**config.mk**
```make
export PLATFORM = sky130hd
export DESIGN_NAME = mem_arbiter
export DESIGN_NICKNAME = d
export VERILOG_FILES = /design/src/rtl/rriscv_pkg.sv /design/src/rtl/rr_arb2.sv /design/src/rtl/mem_arbiter.sv
export SDC_FILE = /design/constraint.sdc
export NUM_CORES = 1
export LEC_CHECK = 0
export ABC_AREA = 1
export CORE_MARGIN = 5
export CORE_UTILIZATION = 37
export DETAILED_ROUTE_END_ITERATION = 10
export PLACE_DENSITY = 0.82
export SLEW_MARGIN = 40
export SYNTH_ARGS = -nofsm -noshare
export SYNTH_HDL_FRONTEND = slang
export SYNTH_SLANG_ARGS = --single-unit
```
**constraint.sdc**
```tcl
create_clock -name clk_i -period 3.2 [get_ports clk_i]
set_clock_uncertainty 0.05 [all_clocks]
set_input_delay 0.64 -clock clk_i [delete_from_list [all_inputs] [get_ports clk_i]]
set_output_delay 0.64 -clock clk_i [all_outputs]
set_load 0.1 [all_outputs]
```
**src/rtl/rriscv_pkg.sv**
```systemverilog
// Shared machine-width constants and requester identifiers for the data-memory
// port and its arbiter.
package rriscv_pkg;

    localparam int XLEN          = 32;
    localparam int DATA_MEM_SIZE = 1024;

    typedef enum logic {
        REQ_CORE = 1'b0,
        REQ_DMA  = 1'b1
    } req_id_t;

    // Word addresses are unsigned and compared against a word count.
    function automatic logic addr_in_range(input logic [XLEN-1:0] addr,
                                           input logic [XLEN-1:0] limit);
        return addr < limit;
    endfunction

endpackage

```
**src/rtl/rr_arb2.sv**
```systemverilog
// Two-way round-robin grant: on contention the requester that did not win last
// time is granted; a lone request is granted immediately.
module rr_arb2
    import rriscv_pkg::*;
(
    input  logic [1:0] req_i,   // bit 0 core, bit 1 DMA
    input  req_id_t    last_i,
    output logic [1:0] gnt_o    // one-hot or zero
);

    always_comb begin
        gnt_o = 2'b00;
        if (req_i == 2'b11) begin
            gnt_o = (last_i == REQ_DMA) ? 2'b01 : 2'b10;
        end else begin
            gnt_o = req_i;
        end
    end

endmodule

```
**src/rtl/mem_arbiter.sv**
```systemverilog
// Shares one registered-read data memory between the core and the DMA engine,
// one request per cycle, with a response strobe one cycle after each grant.
module mem_arbiter
    import rriscv_pkg::*;
#(
    parameter int ADDR_LIMIT = DATA_MEM_SIZE
) (
    input  logic            clk_i,
    input  logic            rst_n_i,

    // valid/ready: a request transfers on a rising edge where valid_i && ready_o;
    // ready_o may depend on valid_i, the requester holds its payload until ready_o.
    input  logic            c_valid_i,
    output logic            c_ready_o,
    input  logic            c_we_i,
    input  logic [XLEN-1:0] c_addr_i,
    input  logic [XLEN-1:0] c_wdata_i,
    output logic            c_rsp_valid_o,
    output logic            c_rsp_err_o,
    output logic [XLEN-1:0] c_rsp_rdata_o,

    input  logic            d_valid_i,
    output logic            d_ready_o,
    input  logic            d_we_i,
    input  logic [XLEN-1:0] d_addr_i,
    input  logic [XLEN-1:0] d_wdata_i,
    output logic            d_rsp_valid_o,
    output logic            d_rsp_err_o,
    output logic [XLEN-1:0] d_rsp_rdata_o,

    output logic            mem_we_o,
    output logic [XLEN-1:0] mem_addr_o,
    output logic [XLEN-1:0] mem_wdata_o,
    input  logic [XLEN-1:0] mem_rdata_i,

    output logic            dbg_state_o     // 1 while a response is being returned
);

    typedef enum logic {
        S_IDLE = 1'b0,
        S_RESP = 1'b1
    } state_t;

    localparam logic [XLEN-1:0] LIMIT = XLEN'(ADDR_LIMIT);

    state_t          state_q, state_d;
    req_id_t         last_q, last_d;
    req_id_t         owner_q, owner_d;
    logic            we_q, we_d;
    logic            err_q, err_d;
    logic [XLEN-1:0] addr_q, addr_d;
    logic [XLEN-1:0] wdata_q, wdata_d;

    logic [1:0]      req;
    logic [1:0]      gnt;
    logic            accept;
    req_id_t         sel_id;
    logic            sel_we;
    logic            sel_legal;
    logic [XLEN-1:0] sel_addr;
    logic [XLEN-1:0] sel_wdata;
    logic            rsp_active;
    logic [XLEN-1:0] rsp_rdata;

    // No grants while reset is held so every memory-side output reads zero.
    assign req = {d_valid_i, c_valid_i} & {2{rst_n_i}};

    rr_arb2 u_rr_arb2 (
        .req_i  (req),
        .last_i (last_q),
        .gnt_o  (gnt)
    );

    assign c_ready_o = gnt[0];
    assign d_ready_o = gnt[1];
    assign accept    = |gnt;

    always_comb begin
        sel_id    = gnt[1] ? REQ_DMA   : REQ_CORE;
        sel_we    = gnt[1] ? d_we_i    : c_we_i;
        sel_addr  = gnt[1] ? d_addr_i  : c_addr_i;
        sel_wdata = gnt[1] ? d_wdata_i : c_wdata_i;
        sel_legal = addr_in_range(sel_addr, LIMIT);
    end

    // Memory bus follows a legal grant combinationally and otherwise holds.
    always_comb begin
        addr_d  = addr_q;
        wdata_d = wdata_q;
        if (accept && sel_legal) begin
            addr_d  = sel_addr;
            wdata_d = sel_wdata;
        end
    end

    assign mem_we_o    = accept && sel_legal && sel_we;
    assign mem_addr_o  = addr_d;
    assign mem_wdata_o = wdata_d;

    always_comb begin
        state_d = accept ? S_RESP : S_IDLE;
        last_d  = last_q;
        owner_d = owner_q;
        we_d    = we_q;
        err_d   = err_q;
        if (accept) begin
            last_d  = sel_id;
            owner_d = sel_id;
            we_d    = sel_we;
            err_d   = !sel_legal;
        end
    end

    always_ff @(posedge clk_i or negedge rst_n_i) begin
        if (!rst_n_i) begin
            state_q <= S_IDLE;
            last_q  <= REQ_DMA;
            owner_q <= REQ_CORE;
            we_q    <= 1'b0;
            err_q   <= 1'b0;
            addr_q  <= '0;
            wdata_q <= '0;
        end else begin
            state_q <= state_d;
            last_q  <= last_d;
            owner_q <= owner_d;
            we_q    <= we_d;
            err_q   <= err_d;
            addr_q  <= addr_d;
            wdata_q <= wdata_d;
        end
    end

    // Writes and rejected requests return zero data; reads pass the memory through.
    assign rsp_active = (state_q == S_RESP);
    assign rsp_rdata  = (we_q || err_q) ? '0 : mem_rdata_i;

    assign c_rsp_valid_o = rsp_active && (owner_q == REQ_CORE);
    assign c_rsp_err_o   = c_rsp_valid_o && err_q;
    assign c_rsp_rdata_o = c_rsp_valid_o ? rsp_rdata : '0;

    assign d_rsp_valid_o = rsp_active && (owner_q == REQ_DMA);
    assign d_rsp_err_o   = d_rsp_valid_o && err_q;
    assign d_rsp_rdata_o = d_rsp_valid_o ? rsp_rdata : '0;

    assign dbg_state_o = rsp_active;

endmodule

```
---- Word level (Yosys, flattened, before mapping) ----
Cells that the tools add are included.
storage, ports and cells
  input bits .............................. 166
  flip-flop bits (word level) ............. 69
  memories kept ........................... 0
  bits in read-only memories .............. 0
  latch bits .............................. 0
  memory bits (writable) .................. 0
cells by class
  equality and inequality tests ........... 1
  shift-type cells ........................ 0
  divide/modulo/power cells ............... 0
  bitwise logic cells ..................... 2
  add/sub/neg operators ................... 0
  reductions and logical operators ........ 9
  muxes and demuxes ....................... 12
  order comparisons ....................... 1
  $mul .................................... 0
operators by type and width
  cell                  count
  $mux 32               7
  $lt 32x11->1 const B  1
  $logic_and 1x1->1     6
  $mux 2                2
  $mux 1                3
  $and 2x2->2           1
  $eq 2x2->1 const B    1
  $reduce_or 2->1       1
  $logic_not 1->1       1
  $logic_or 1x1->1      1
  $not 1->1             1

---- Longest topological paths before layout ----
  word-level depth ........................ 7
  gate-level depth with buffers ........... 14
  mapped depth without buffers ............ 12

---- Hierarchy ----
Synthesis repeated with hierarchy kept, for this count alone.
second synthesis, totals
  cells, all modules ...................... 676
  area total of the unflattened synthesis .. 4266.6 um2
modules (own cells, without submodules)
  module       area each (um2)  sequential area each (um2)  times used  cells each
  mem_arbiter  4245.3           1727.9                      1           671
  rr_arb2      21.3             0.0                         1           5

---- Worst setup path after synthesis ----
OpenSTA, ideal clock, no wires.
  kind .................................... in2out
  start ................................... input c_valid_i
  end ..................................... output mem_addr_o[24]
  stages on the path ...................... 13
  path slack .............................. -1.335 ns
  arrival time ............................ 3.845 ns
  path buffers ............................ 4
  cell sequence ........................... nand2_1 > buf_6 > nand2_8 > buf_8 > nand2_1 > nand2_1 > nand2_1 > nor2_1 > nand2_1 > nor2_2 > buf_6 > buf_6 > a21boi_0
on the way
  longest elaborated chain between the ends .. 7
ends and longest elaborated chain
  what                line               source
  start: declaration  mem_arbiter.sv:13  input logic c_valid_i,
  $and 2x2->2 (*)     mem_arbiter.sv:66  assign req = {d_valid_i, c_valid_i} & {2{rst_n_i}};
  $eq 2x2->1          rr_arb2.sv:13      if (req_i == 2'b11) begin
  $mux 2 (*)          rr_arb2.sv:13
  $mux 32             mem_arbiter.sv:81  sel_addr = gnt[1] ? d_addr_i : c_addr_i;
  $lt 32x11->1        rriscv_pkg.sv:16   return addr < limit;
  $logic_and 1x1->1   mem_arbiter.sv:90  if (accept && sel_legal) begin
  $mux 32 (*)         mem_arbiter.sv:90
  end: declaration    mem_arbiter.sv:32  output logic [XLEN-1:0] mem_addr_o,
Mark *: on every way between the ends. The rest lies on a longest branch, timed or not.

---- Final worst setup path ----
  start ................................... register last_q
  end ..................................... output mem_wdata_o[13]
on the way
  longest elaborated chain between the ends .. 6
ends and longest elaborated chain
  what                      line                source
  start: declaration        mem_arbiter.sv:47   req_id_t last_q, last_d;
  start signal: assignment  mem_arbiter.sv:125  last_q <= last_d;
  $mux 2 (*)                rr_arb2.sv:14       gnt_o = (last_i == REQ_DMA) ? 2'b01 : 2'b10;
  $mux 2 (*)                rr_arb2.sv:13
  $mux 32                   mem_arbiter.sv:81
  $lt 32x11->1              rriscv_pkg.sv:16
  $logic_and 1x1->1         mem_arbiter.sv:90
  $mux 32 (*)               mem_arbiter.sv:90
  end: declaration          mem_arbiter.sv:33   output logic [XLEN-1:0] mem_wdata_o,
Marked as above.

==> impl_metrics.json <==
{
  "ys_types": 26,
  "clock_sinks": 69,
  "fin_crit_sh": 1.085,
  "maxSlewHeadroom": 0.5587,
  "max-cap-violations": 0,
  "io-pin-count": 302,
  "total_power_mw": 2.711,
  "worstSkewPairLatency_ns": 0.34,
  "ys_seq_area_frac": 0.3781,
  "netlist_instances": 641,
  "clk_pin_slew_worst_paths_ns": 0.06,
  "violations": "setup timing",
  "first_pass_iters": 9,
  "critical_path.endpoint_type": "primary output",
  "finalCriticalPeriod_ns": 3.471,
  "p_leak_nw": 5.047,
  "dieArea_um2": 14670,
  "synth-seq-cells": 69,
  "timing.final.ws_setup_ns": -0.2713,
  "internal-power_mw": 1.890,
  "final_common_cell": "nand2_1",
  "grtUsageMet3": 0.06527,
  "startpoint_type": "flop",
  "rsz0062_at_grt": "true",
  "hold_path.class": "in -> async",
  "netlist_area_um2": 4569,
  "fin_tns_setup_ns": -12.50,
  "combPwrFrac": 0.251,
  "avgViaCountPerCell": 5.545,
  "swShare": 0.3027,
  "layout_common_cells": "212 x nand2_1, 162 x clkdlybuf4s50_1, 141 x buf_12, 67 x dfrtp_1, 62 x inv_1",
  "setup_viol": 65,
  "whs_ns": 0.3872,
  "io_buffers": 301,
  "power.switching_mw": 0.8208,
  "ant_nets": 0,
  "grt-ovfl-total": 0,
  "vdd_drop_max_mv": 0.2733,
  "core-area_um2": 12060,
  "p_clk_frac": 0.423,
  "wirelength_mm": 28.79,
  "p_seq_frac": 0.327,
  "grt_pass1_vias": 5859,
  "vias": 6465,
  "grt_pass1_wl_mm": 31.40,
  "drive_above_1_share": 0.4568,
  "cts-hold-fix-buffers": 0,
  "cts_tree": "yes",
  "htreeDepth": 3,
  "gp_congestion": 0.8313,
  "die_h_um": 121.1,
  "start_util": 0.3788,
  "area_growth_pct": 143.7,
  "crit_type": "reg -> out",
  "drc_errors": 0,
  "cts_buffers": 9,
  "antenna_found_initial": 1,
  "cts-root-buf": "clkbuf_16",
  "cts_buffer_depth": 2,
  "grt_max_degree": 70,
  "dp_hpwl_mm": 15.80,
  "die_w_um": 121.1,
  "slew_violations": 0,
  "tightest_slew_ns": 0.6619,
  "required_ns": 2.51,
  "status": "complete, but fails checks",
  "grt.total_usage": 0.2726,
  "clock.fmax_mhz": 288.1,
  "grt_busiest_layer": "met2",
  "post_dp_cell_area_um2": 9798,
  "yosysWarnings": 0,
  "stdcell_area_um2": 11140,
  "power_density_nw_per_um2": 243.5,
  "syn_avg_cell_area_um2": 7.129,
  "cp.arrival_ns": 2.78,
  "dr.first_iter.drc_count": 612,
  "rows": 40,
  "met1_usage": 0.2810,
  "use_met2": 0.5356,
  "fin_util": 0.9232,
  "syn_nets": 807,
  "wl_per_cell_um": 24.69,
  "nets": 1157,
  "crit_fanout": 8,
  "finalHoldViolations": 0
}
-- worst max-delay path, stage by stage (launching register included) --
cell and delay (ns):
dfstp_2 0.57, nand2_4 0.07, buf_8 0.15, buf_6 0.14, nand3_1 0.08, nand2_1 0.09, inv_1 0.07, nand2_1 0.06
nor2_1 0.14, nand2_1 0.13, nor2_4 0.18, buf_6 0.16, buf_6 0.17, nand3_2 0.13, nand2_4 0.12, buf_12 0.17
-- state kept, by name, summed over array words and instances (netlist names) --
| name | count |
|---|---|
| addr_q | 32 |
| dbg_state_o | 1 |
| err_q | 1 |
| last_q | 1 |
| owner_q | 1 |
| wdata_q | 32 |
| we_q | 1 |
-- cells in the mapped netlist --
cell type | instances | area, um^2
nand3b_1 | 8 | 60.06
dfstp_2 | 1 | 26.28
nand3_2 | 43 | 430.4
nor2_1 | 15 | 56.30
nor3_1 | 64 | 320.3
nand2_8 | 1 | 20.02
nand3_1 | 11 | 55.05
buf_8 | 1 | 15.01
buf_6 | 8 | 90.09
o21ai_0 | 4 | 20.02
buf_1 | 6 | 22.52
nand2_1 | 285 | 1070
clkbuf_1 | 16 | 60.06
a21boi_0 | 22 | 165.2
a21oi_1 | 3 | 15.01
buf_4 | 4 | 30.03
nor2_4 | 1 | 11.26
buf_2 | 7 | 35.03
buf_12 | 4 | 80.08
clkinv_4 | 1 | 8.760
nand2_4 | 1 | 11.26
mux2i_1 | 1 | 10.01
dfrtp_1 | 68 | 1702
nor2_2 | 2 | 12.51
or2_2 | 1 | 6.260
inv_1 | 63 | 236.5
-- cell type report --
type | instances | area [um^2]
diodes | 2 | 5.005
clock buffers | 10 | 239.0
clock inverters | 6 | 93.84
fillers | 391 | 925.9
inverters | 64 | 252.7
multi-input cells | 463 | 3366
flip-flops and latches | 69 | 1729
well taps | 168 | 210.2
repair buffers | 384 | 5240
-- cells by family (layout without fill, tap and decap cells) --
group	Yosys count	after routing	share of synthesized area
multiplexers	1	1	0.002191
buffers and inverters	110	464	0.1265
AND/OR/NAND/NOR	432	433	0.4493
other	0	2	0
flip-flops	69	69	0.3781
AO/OA/AOI/OAI	29	29	0.04381
-- path summary, 6_finish.rpt --
check,start,endpoint,slack (ns),cells after the start
setup / recovery,last_q$_DFFE_PN1N_,mem_wdata_o[13],-0.27,15
hold reg to reg,wdata_q[29]$_DFF_PN0_,wdata_q[29]$_DFF_PN0_,0.47,2
setup reg to reg,last_q$_DFFE_PN1N_,wdata_q[8]$_DFF_PN0_,0.71,13
hold / removal,rst_n_i,we_q$_DFFE_PN0N_,0.39,2
min in group clk_i,wdata_q[29]$_DFF_PN0_,wdata_q[29]$_DFF_PN0_,0.47,2
max in group asynchronous,rst_n_i,addr_q[28]$_DFF_PN0_,2.24,2
-- through the flow --
| stage | std cells | setup WS, ns |
|---|---|---|
| 5_1_grt | 1165 | -0.3542 |
| 3_5_place_dp | 1111 | -0.3578 |
| 6_report | 1166 | -0.2713 |
| 4_1_cts | 1140 | 0.004352 |
| 2_1_floorplan | 641 | -0.6890 |
| 3_3_place_gp | 1111 | -0.3038 |
-- metal layers --
layer | vias to the layer above | wire length (um)
li1 | 2699 | -
met1 | 3075 | 8686
met2 | 505 | 15070
met3 | 186 | 2625
met4 | 0 | 2407
met5 | - | 0
-- power by group through the flow --
| stage | logic (mW) | clock network (mW) | registers (mW) |
|---|---|---|---|
| after floorplan | 0.265 | 0 | 0.906 |
| after global placement | 0.569 | 0 | 0.900 |
| after detailed placement | 0.579 | 0 | 0.900 |
| after CTS | 0.598 | 1.11 | 0.884 |
| after global routing | 0.711 | 1.18 | 0.886 |
| final | 0.680 | 1.15 | 0.886 |
-- repair_timing --
| action | CTS | global route |
|---|---|---|
| resized for setup | 39 | 121 |
| cloned | 4 | 6 |
| setup buffers | 10 | 20 |
| pin swaps | 15 | 34 |
| setup endpoints to repair | 65 | 62 |
No activity file was read; power rests on OpenSTA's default activity.
